<file path="config.mk">
export PLATFORM = sky130hd
export DESIGN_NAME = pad_acc_scheduler
export DESIGN_NICKNAME = d
export VERILOG_FILES = /design/src/rtl/pad_acc_scheduler.sv
export SDC_FILE = /design/constraint.sdc
export NUM_CORES = 1
export LEC_CHECK = 0
export ABC_CLOCK_PERIOD_IN_PS = 6800
export BUFFER_PORTS_ARGS = -buffer_cell sky130_fd_sc_hd__buf_2
export CORE_MARGIN = 10
export CORE_UTILIZATION = 40
export CTS_CLUSTER_DIAMETER = 40
export CTS_CLUSTER_SIZE = 25
export DETAILED_ROUTE_END_ITERATION = 16
export PLACE_DENSITY_LB_ADDON = 0.25
export SETUP_SLACK_MARGIN = 0.2
export SLEW_MARGIN = 20
export SYNTH_ARGS = -nofsm -noshare
export SYNTH_HDL_FRONTEND = slang
export SYNTH_SLANG_ARGS = --single-unit
</file>
<file path="constraint.sdc">
create_clock -name clk -period 6.8 [get_ports clk]
set_clock_uncertainty 0.15 [all_clocks]
set_input_delay 0.68 -clock clk [delete_from_list [all_inputs] [get_ports clk]]
set_output_delay 0.68 -clock clk [all_outputs]
set_load 0.01 [all_outputs]
</file>
<file path="src/rtl/pad_acc_scheduler.sv">
// Round-robin shared pad-and-accumulate path for NUM_CH sample requesters with framed output.
// Optional: define SPGD_PAD_SIGN_EXT_EN to sign-extend samples into the left pad.
module pad_acc_scheduler #(
    parameter int unsigned NUM_CH      = 4,
    parameter int unsigned IN_WIDTH    = 12,
    parameter int unsigned OUT_WIDTH   = 48,
    parameter int unsigned L_PAD_WIDTH = 4,
    parameter int unsigned R_PAD_WIDTH = 32,
    parameter int unsigned FRAME_LEN   = 16
) (
    input  logic                        clk,
    input  logic                        rst,
    input  logic                        en,
    input  logic                        clear,
    input  logic [NUM_CH-1:0]           req_valid,
    input  logic [NUM_CH*IN_WIDTH-1:0]  req_data,
    output logic [NUM_CH-1:0]           req_ready,
    output logic                        out_valid,
    input  logic                        out_ready,
    output logic [OUT_WIDTH-1:0]        out_data,
    output logic [$clog2(NUM_CH)-1:0]   out_ch
);

    localparam int unsigned ChW  = $clog2(NUM_CH);
    localparam int unsigned CntW = (FRAME_LEN > 1) ? $clog2(FRAME_LEN) : 1;
    localparam logic [CntW-1:0] CntLast = CntW'(FRAME_LEN - 1);
    localparam logic [ChW-1:0]  ChLast  = ChW'(NUM_CH - 1);
    localparam logic [ChW:0]    ChCount = (ChW + 1)'(NUM_CH);

    if (L_PAD_WIDTH + IN_WIDTH + R_PAD_WIDTH != OUT_WIDTH) begin : g_bad_width
        $error("pad_acc_scheduler: L_PAD_WIDTH + IN_WIDTH + R_PAD_WIDTH must equal OUT_WIDTH");
    end
    if (NUM_CH < 2 || NUM_CH > 16) begin : g_bad_num_ch
        $error("pad_acc_scheduler: NUM_CH must be in 2..16");
    end
    if (FRAME_LEN < 1) begin : g_bad_frame_len
        $error("pad_acc_scheduler: FRAME_LEN must be at least 1");
    end

    logic [OUT_WIDTH-1:0] acc_q [NUM_CH];
    logic [OUT_WIDTH-1:0] acc_d [NUM_CH];
    logic [CntW-1:0]      cnt_q [NUM_CH];
    logic [CntW-1:0]      cnt_d [NUM_CH];
    logic [ChW-1:0]       rr_q, rr_d;
    logic                 out_valid_q, out_valid_d;
    logic [OUT_WIDTH-1:0] out_data_q, out_data_d;
    logic [ChW-1:0]       out_ch_q, out_ch_d;

    logic [IN_WIDTH-1:0]  sample_arr [NUM_CH];
    logic [NUM_CH-1:0]    eligible;
    logic [NUM_CH-1:0]    grant;
    logic [ChW-1:0]       gidx;
    logic                 hs;
    logic                 out_busy;
    logic [IN_WIDTH-1:0]  sample;
    logic [OUT_WIDTH-1:0] pad;
    logic [OUT_WIDTH-1:0] sum;

    for (genvar i = 0; i < NUM_CH; i++) begin : g_unpack
        assign sample_arr[i] = req_data[i*IN_WIDTH +: IN_WIDTH];
    end

    assign out_busy = out_valid_q & ~out_ready;

    // A frame-completing sample is held back only while the output cannot take it.
    always_comb begin
        eligible = '0;
        for (int i = 0; i < NUM_CH; i++) begin
            eligible[i] = req_valid[i] & en & ~clear & ~rst
                        & ~((cnt_q[i] == CntLast) & out_busy);
        end
    end

    always_comb begin
        logic [ChW:0]   slot;
        logic [ChW-1:0] idx;
        grant = '0;
        gidx  = '0;
        hs    = 1'b0;
        slot  = '0;
        idx   = '0;
        for (int k = 0; k < NUM_CH; k++) begin
            slot = {1'b0, rr_q} + (ChW + 1)'(k);
            if (slot >= ChCount) begin
                slot = slot - ChCount;
            end
            idx = slot[ChW-1:0];
            if (!hs && eligible[idx]) begin
                grant[idx] = 1'b1;
                gidx       = idx;
                hs         = 1'b1;
            end
        end
    end

    assign sample = sample_arr[gidx];

`ifdef SPGD_PAD_SIGN_EXT_EN
    assign pad = {{L_PAD_WIDTH{sample[IN_WIDTH-1]}}, sample, {R_PAD_WIDTH{1'b0}}};
`else
    assign pad = {{L_PAD_WIDTH{1'b0}}, sample, {R_PAD_WIDTH{1'b0}}};
`endif

    assign sum = acc_q[gidx] + pad;

    always_comb begin
        acc_d       = acc_q;
        cnt_d       = cnt_q;
        rr_d        = rr_q;
        out_valid_d = out_valid_q;
        out_data_d  = out_data_q;
        out_ch_d    = out_ch_q;

        if (out_valid_q && out_ready) begin
            out_valid_d = 1'b0;
        end

        if (clear) begin
            for (int i = 0; i < NUM_CH; i++) begin
                acc_d[i] = '0;
                cnt_d[i] = '0;
            end
        end else if (hs) begin
            rr_d = (gidx == ChLast) ? '0 : gidx + 1'b1;
            if (cnt_q[gidx] == CntLast) begin
                // A completing frame overrides the drain of the previous result.
                acc_d[gidx] = '0;
                cnt_d[gidx] = '0;
                out_valid_d = 1'b1;
                out_data_d  = sum;
                out_ch_d    = gidx;
            end else begin
                acc_d[gidx] = sum;
                cnt_d[gidx] = cnt_q[gidx] + 1'b1;
            end
        end
    end

    always_ff @(posedge clk) begin
        if (rst) begin
            for (int i = 0; i < NUM_CH; i++) begin
                acc_q[i] <= '0;
                cnt_q[i] <= '0;
            end
            rr_q        <= '0;
            out_valid_q <= 1'b0;
            out_data_q  <= '0;
            out_ch_q    <= '0;
        end else begin
            for (int i = 0; i < NUM_CH; i++) begin
                acc_q[i] <= acc_d[i];
                cnt_q[i] <= cnt_d[i];
            end
            rr_q        <= rr_d;
            out_valid_q <= out_valid_d;
            out_data_q  <= out_data_d;
            out_ch_q    <= out_ch_d;
        end
    end

    assign req_ready = grant;
    assign out_valid = out_valid_q;
    assign out_data  = out_data_q;
    assign out_ch    = out_ch_q;

endmodule

</file>
After elaboration in Yosys (flattened, before gate mapping) --
Index checks and enable logic that the tools add are counted.
Operators by class: order comparisons 14, eq/ne operators 6, mux-type cells 54, bitwise logic cells 36, $add $sub $neg 10, reduce and logical (&&, ||, !) cells 15
Operators with widths (number):
- $and A192 B192 Y192 | 1
- $bwmux W192 | 1
- $mux W192 | 1
- $not A192 Y192 | 1
- $mux W48 | 3
- $bmux W48 S2 | 1
- $demux W48 S2 | 1
- $add A48 B44 Y48 | 1
- $mux W4 | 7
- $bmux W12 S2 | 1
- $mux W12 | 2
- $and A1 B1 Y1 | 21
- $eq A4 B4 Y1 const B | 5
- $mux W2 | 9
- $and A16 B16 Y16 | 1
- $bwmux W16 | 1
- $mux W1 | 16
- $mux W16 | 1
- $not A16 Y16 | 1
- $ge A3 B3 Y1 const B | 4
- $lt A2 B3 Y1 const B | 4
- $or A4 B4 Y4 | 3
- $logic_and A1 B1 Y1 | 9
- $bmux W1 S2 | 4
- other kinds (18) | 36
Word-level totals: output and inout bits 55, register bits after elaboration 261

Depth between registers and ports, before layout --
word-level depth 25, depth in mapped cells 25, gate-level depth less buffers 22

Least setup slack after synthesis --
Ideal clock, no wire load.
path type input port to flip-flop, start input port clear, end register out_data_q[46] (netlist: out_data[46]), path buffers 4, setup slack 1.207 ns, data required time 6.512 ns, arrival 5.305 ns, stages 23, cells stage by stage nor2_2 nand3_1 o22a_1 o21ai_1 nand2_1 clkbuf_1 inv_1 clkbuf_1 buf_1 clkbuf_1 a31oi_1 ha_1 fa_1 a21o_1 a21oi_1 o21bai_1 a21oi_1 o21bai_1 a21oi_1 a211o_1 nor3_1 xor2_1 a211oi_1
On the way: cells in the longest elaborated chain, start to end 22
Ends and longest elaborated chain:
- start, declared | RTL line 14 | input logic clear,
- $not A1 Y1 (no line) (*)
- $and A1 B1 Y1 (2 in a row) | RTL line 69 | eligible[i] = req_valid[i] & en & ~clear & ~rst
- $and A1 B1 Y1 | RTL line 70 | & ~((cnt_q[i] == CntLast) & out_busy);
- $bmux W1 S2 | RTL line 88 | if (!hs && eligible[idx]) begin
- $mux W1 (not written as such) | RTL line 88
- $mux W1 | RTL line 88
- $logic_not A1 Y1 | RTL line 88
- $logic_and A1 B1 Y1 | RTL line 88
- [... 2 more ...]
- $logic_and A1 B1 Y1 | RTL line 88
- $mux W1 | RTL line 88
- $logic_not A1 Y1 | RTL line 88
- $logic_and A1 B1 Y1 | RTL line 88
- $mux W2 (*) | RTL line 88
- named net gidx[1] | RTL line 52 | logic [ChW-1:0] gidx;
- $not A2 Y3 (not written as such) (*) | RTL line 96, 104, 125
- branches (longest 5 deep; another with $add A48 B44 Y48)
- end signal, assigned | RTL line 156 | out_data_q <= out_data_d;
- end, declared | RTL line 46 | logic [OUT_WIDTH-1:0] out_data_q, out_data_d;
Mark *: on every way through the listed nets, which the timed path passes. The select of a mux whose other input is x is not followed. A chain may end at the register's enable or synchronous reset.

Worst setup path in the final report --
start register cnt_q[14] (netlist bit), end register acc_q[46] (netlist bit)
On the way: cells in the longest elaborated chain, start to end 24
Ends and longest elaborated chain:
- start, declared | RTL line 42 | logic [CntW-1:0] cnt_q [NUM_CH];
- start signal, assigned by index | RTL line 152 | cnt_q[i] <= cnt_d[i];
- branches (longest 24 deep; another with $eq A4 B4 Y1)
- end signal, assigned by index | RTL line 151 | acc_q[i] <= acc_d[i];
- end, declared | RTL line 40 | logic [OUT_WIDTH-1:0] acc_q [NUM_CH];
Parallel ways; which one is timed is not known. The select of a mux whose other input is x is not followed.

==> summary.md <==
| Metric | Value |
|---|---|
| Setup-failing EPs final | `0` |
| DRC viols | `0` |
| Post-DRT Antenna Nets | `0` |
| Async S/R FF share, synth | `0%` |
| Final wirelength | `39,900 um` |
| Synth Net Count | `1,865` |
| Unrepaired setup endpoints after global routing | `false` |
| Cell taking the most area after synthesis | `dfxtp_1` |
| Chip width | `204 um` |
| Post-synthesis cell type count | `58` |
| Maximum VDD drop | `0.181 mV` |
| Post-CTS Hold Fix Bufs | `0` |
| Initial Utilization | `40.4%` |
| Fraction of the mapped netlist area in simple logic gates | `26.4%` |
| Crit-path cells | `nand4_1 -> o21ai_0 -> o22a_1 -> a41oi_1 -> a21boi_4 -> nor2_4 -> clkinv_1 -> buf_4 -> buf_4 -> nand2_1 -> and3_1 -> a31oi_1 -> ha_1 -> inv_1 -> o21bai_1 -> a21oi_1 -> o21bai_1 -> a21oi_1 -> a211o_1 -> nor3_1 -> xor2_1 -> o31ai_1` |
| Post-CTS setup buffers | `0` |
| Sequential element share of the synthesized area | `38.7%` |
| Routed len/inst | `17.3 um` |
| CP max FO | `22` |
| #FFs+latches synth | `261` |
| Pwr Total | `4400 uW` |
| GRT Total Usage | `18.7%` |
| Cell count after synthesis | `1,786` |
| Reg clk slew, reported paths | `0.06 ns` |
| Crit end category | `flip-flop` |
| Leak Pwr | `0.00543 uW` |
| Buffers added on ports | `111` |
| Worst hold path endpoint | `out_data[32]` |
| Final Hold Viols | `0` |
| CP arrival | `6.09 ns` |
| Mux cell area share after synthesis | `3.15%` |
| Fill cells | `3,300` |
| Share of the synthesized area in the top cell type | `38.7%` |
| Mapped cell area | `13,500 um2` |
| Area growth, synth to finish | `17.4%` |
| Vias/cell | `5.56` |
| CTS sink cnt | `261` |
| First-pass GRT wire length | `65,300 um` |
| Utilization after layout | `47.4%` |
| YS warnings | `0` |
| Dpl hpwl | `24,100 um` |
| Status | `finished, final reports clean` |
| Post_cts resized | `0` |
| Syn avg cell area | `7.57 um2` |
| Top_reg_cell synth | `dfxtp_1` |
| Share of layout cells above drive strength 1 | `14.6%` |
| Hold depth | `2` |
| Row count | `67` |
| Main combinational cell family by area after synthesis | `simple AND/OR/NAND/NOR gates` |
| Grt ovf | `0` |
| Slowest cell delay on critical path | `0.51 ns` |
| GPL Wtd Cong | `0.863` |
| Depth of the most critical reg-to-reg path | `22` |
| Number of max-cap violations | `0` |
| Critical Path RT | `7.04 ns` |
| Tmin final | `5.85 ns` |
| Worst reg2reg endpoint | `acc_q[46]` |
| Register area | `5230 um2` |
| Compound-Gate Fraction of Synth Area | `22.8%` |
| F_max | `0.171 GHz` |
| Hold Crit Class | `reg -> reg` |
| Vias in the first global route | `12,400` |
| Total core area | `33,400 um2` |
| Largest net degree at the start of global routing | `83` |
| Post-synthesis xor/xnor area fraction | `0.972%` |
| Reg2reg start | `cnt_q[14]` |
| Crit-path slowest cell | `o21ai_0` |
| Adder-cell share of the synthesized area | `2.09%` |
| Synth top area cells | `dfxtp_1 (39%), nand2_1 (10%), o21a_1 (7.3%), nand3_1 (7.0%), nor2_1 (4.2%)` |
| Pre-Repair DR Iteration Count | `5` |
| Post-Layout Inst Area | `15,900 um2` |
| Number of DRC markers in iteration 0 | `832` |
| Worst Setup Path Type | `reg -> reg` |
| Pwr Density | `277 nW/um2` |
| H-tree Lvls | `2` |
| Final period util | `86.0%` |
| Multi-input gate area | `7540 um2` |
| Die area | `41,500 um2` |
| Die H | `204 um` |
| # diodes | `0` |
| TritonCTS buffer count | `44` |
| Via count | `12,800` |
| HP Start | `out_data[32]` |
| Worst-Margin Slew | `1.08 ns` |
| Clk_lat worst skew | `0.54 ns` |
| Hold slack | `0.302 ns` |
| Number of synthesized flops with an enable pin | `0` |
| Final Net Count | `1,902` |
| Clock tree buffer depth | `3` |
| Slew HR | `28.0%` |
| CP startpoint kind | `flip-flop` |
| Root Buffer | `clkbuf_16` |
| Max-slew violations | `0` |
| I/O pin cnt | `112` |
| Antenna violations before repair | `0` |
| TNS Setup | `0 ns` |
| R2R setup slack | `0.95 ns` |
| Post-DP Area | `14,300 um2` |
| CTS tree | `built` |
==> flip-flops by register name (all words and copies together) (netlist names) <==
| register | flops |
|---|---|
| acc_q | 192 |
| out_data | 48 |
| cnt_q | 16 |
| out_ch | 2 |
| rr_q | 2 |
| out_valid | 1 |
==> worst max-delay path by stage <==
stage                         start      endpoint  slack (ns)  cells after the start
final                     cnt_q[14]     acc_q[46]        0.95                     22
after global routing      cnt_q[14]  out_data[46]        0.52                     22
after CTS                   rr_q[0]     acc_q[46]        1.00                     22
after detailed placement  out_ready     acc_q[46]        0.66                     23
after global placement          rst  out_data[46]        0.79                     24
after floorplan               clear  out_data[46]        1.21                     23
==> cells by family after synthesis <==
kind of cell               count (synthesis)
adders and majority gates                 22
AOI/OAI and AO/OA                        432
and+or+nand+nor                          814
xor gates and xnor gates                  15
muxes                                     40
buffers and inverters                    202
DFF                                      261
==> Yosys cell counts (all sizes together), types with 2 or more instances <==
library cell,n
mux4,2
o21bai,3
buf,38
nor4,2
o31ai,12
nand2,369
a211oi,13
and3,32
or2,4
nand4,7
clkbuf,112
inv,52
a311oi,4
o211ai,2
o21ai,87
o22ai,3
nor3,8
a221o,8
a22o,5
nor2b,39
ha,21
a22oi,2
o211a,3
or3,2
xor2,8
o221a,2
a21o,3
mux2i,38
a21oi,82
dfxtp,261
nor2,155
o22a,3
nand3,189
xnor2,7
a31oi,32
and2,4
o311ai,32
o21a,131
==> area by class of cell <==
class	instances	share of cell area (%)
inverters	52	1.23
clock inverters	31	2.45
flip-flops and latches	261	32.9
well taps	448	3.53
clock buffers	51	7.29
repair buffers	141	5.00
multi-input cells	1323	47.6
==> worst max-delay path: cells and delay by family (launching register included) <==
family / cells / cell delay, ns
AO/OA/AOI/OAI: 11 / 2.32
XOR/XNOR: 1 / 0.37
adder cells (fa/ha/maj): 1 / 0.35
buffers and inverters: 4 / 1.21
flip-flops: 1 / 0.38
AND/OR/NAND/NOR: 5 / 0.89
==> per-layer routing <==
metal / global-route usage [%] / up-vias / share of wire [%]
li1: - / 6260 / -
met4: 5.04 / 0 / 1.6
met1: 24.3 / 6153 / 45
met3: 3.19 / 53 / 6.4
met2: 31.3 / 367 / 47
met5: 0 / - / 0
==> report_power, final <==
part	switching (uW)	internal, uW
Combinational	393	156
Clock	852	1450
Sequential	7.53	1540
Total	1250	3140
==> cell usage in the layout, fill, tap and decap left out, types with 4 or more instances in the layout <==
cell type	instances
nand2_1	364
dfxtp_1	261
nand3_1	187
nor2_1	152
o21a_1	131
buf_2	111
o21ai_0	83
a21oi_1	82
inv_1	48
clkbuf_16	44
nor2b_1	39
mux2i_1	38
and3_1	32
a31oi_1	32
buf_4	29
o311ai_2	28
ha_1	21
a211oi_1	13
o31ai_1	12
a221o_1	8
xor2_1	8
inv_6	8
nand4_1	7
nor3_1	7
xnor2_1	7
clkinvlp_4	6
nand2_2	5
a22o_1	5
clkinv_4	5
bufinv_16	5
a311oi_1	4
and2_1	4
o311ai_1	4
clkbuf_1	4
==> through the flow <==
| stage | setup WS, ns | instances |
|---|---|---|
| 2_1_floorplan | 1.21 | 1786 |
| 3_3_place_gp | 0.790 | 2225 |
| 3_5_place_dp | 0.659 | 2225 |
| 4_1_cts | 1.00 | 2307 |
| 5_1_grt | 0.523 | 2307 |
| 6_report | 0.950 | 2307 |
Note: power is estimated with default switching activity, not from simulation.
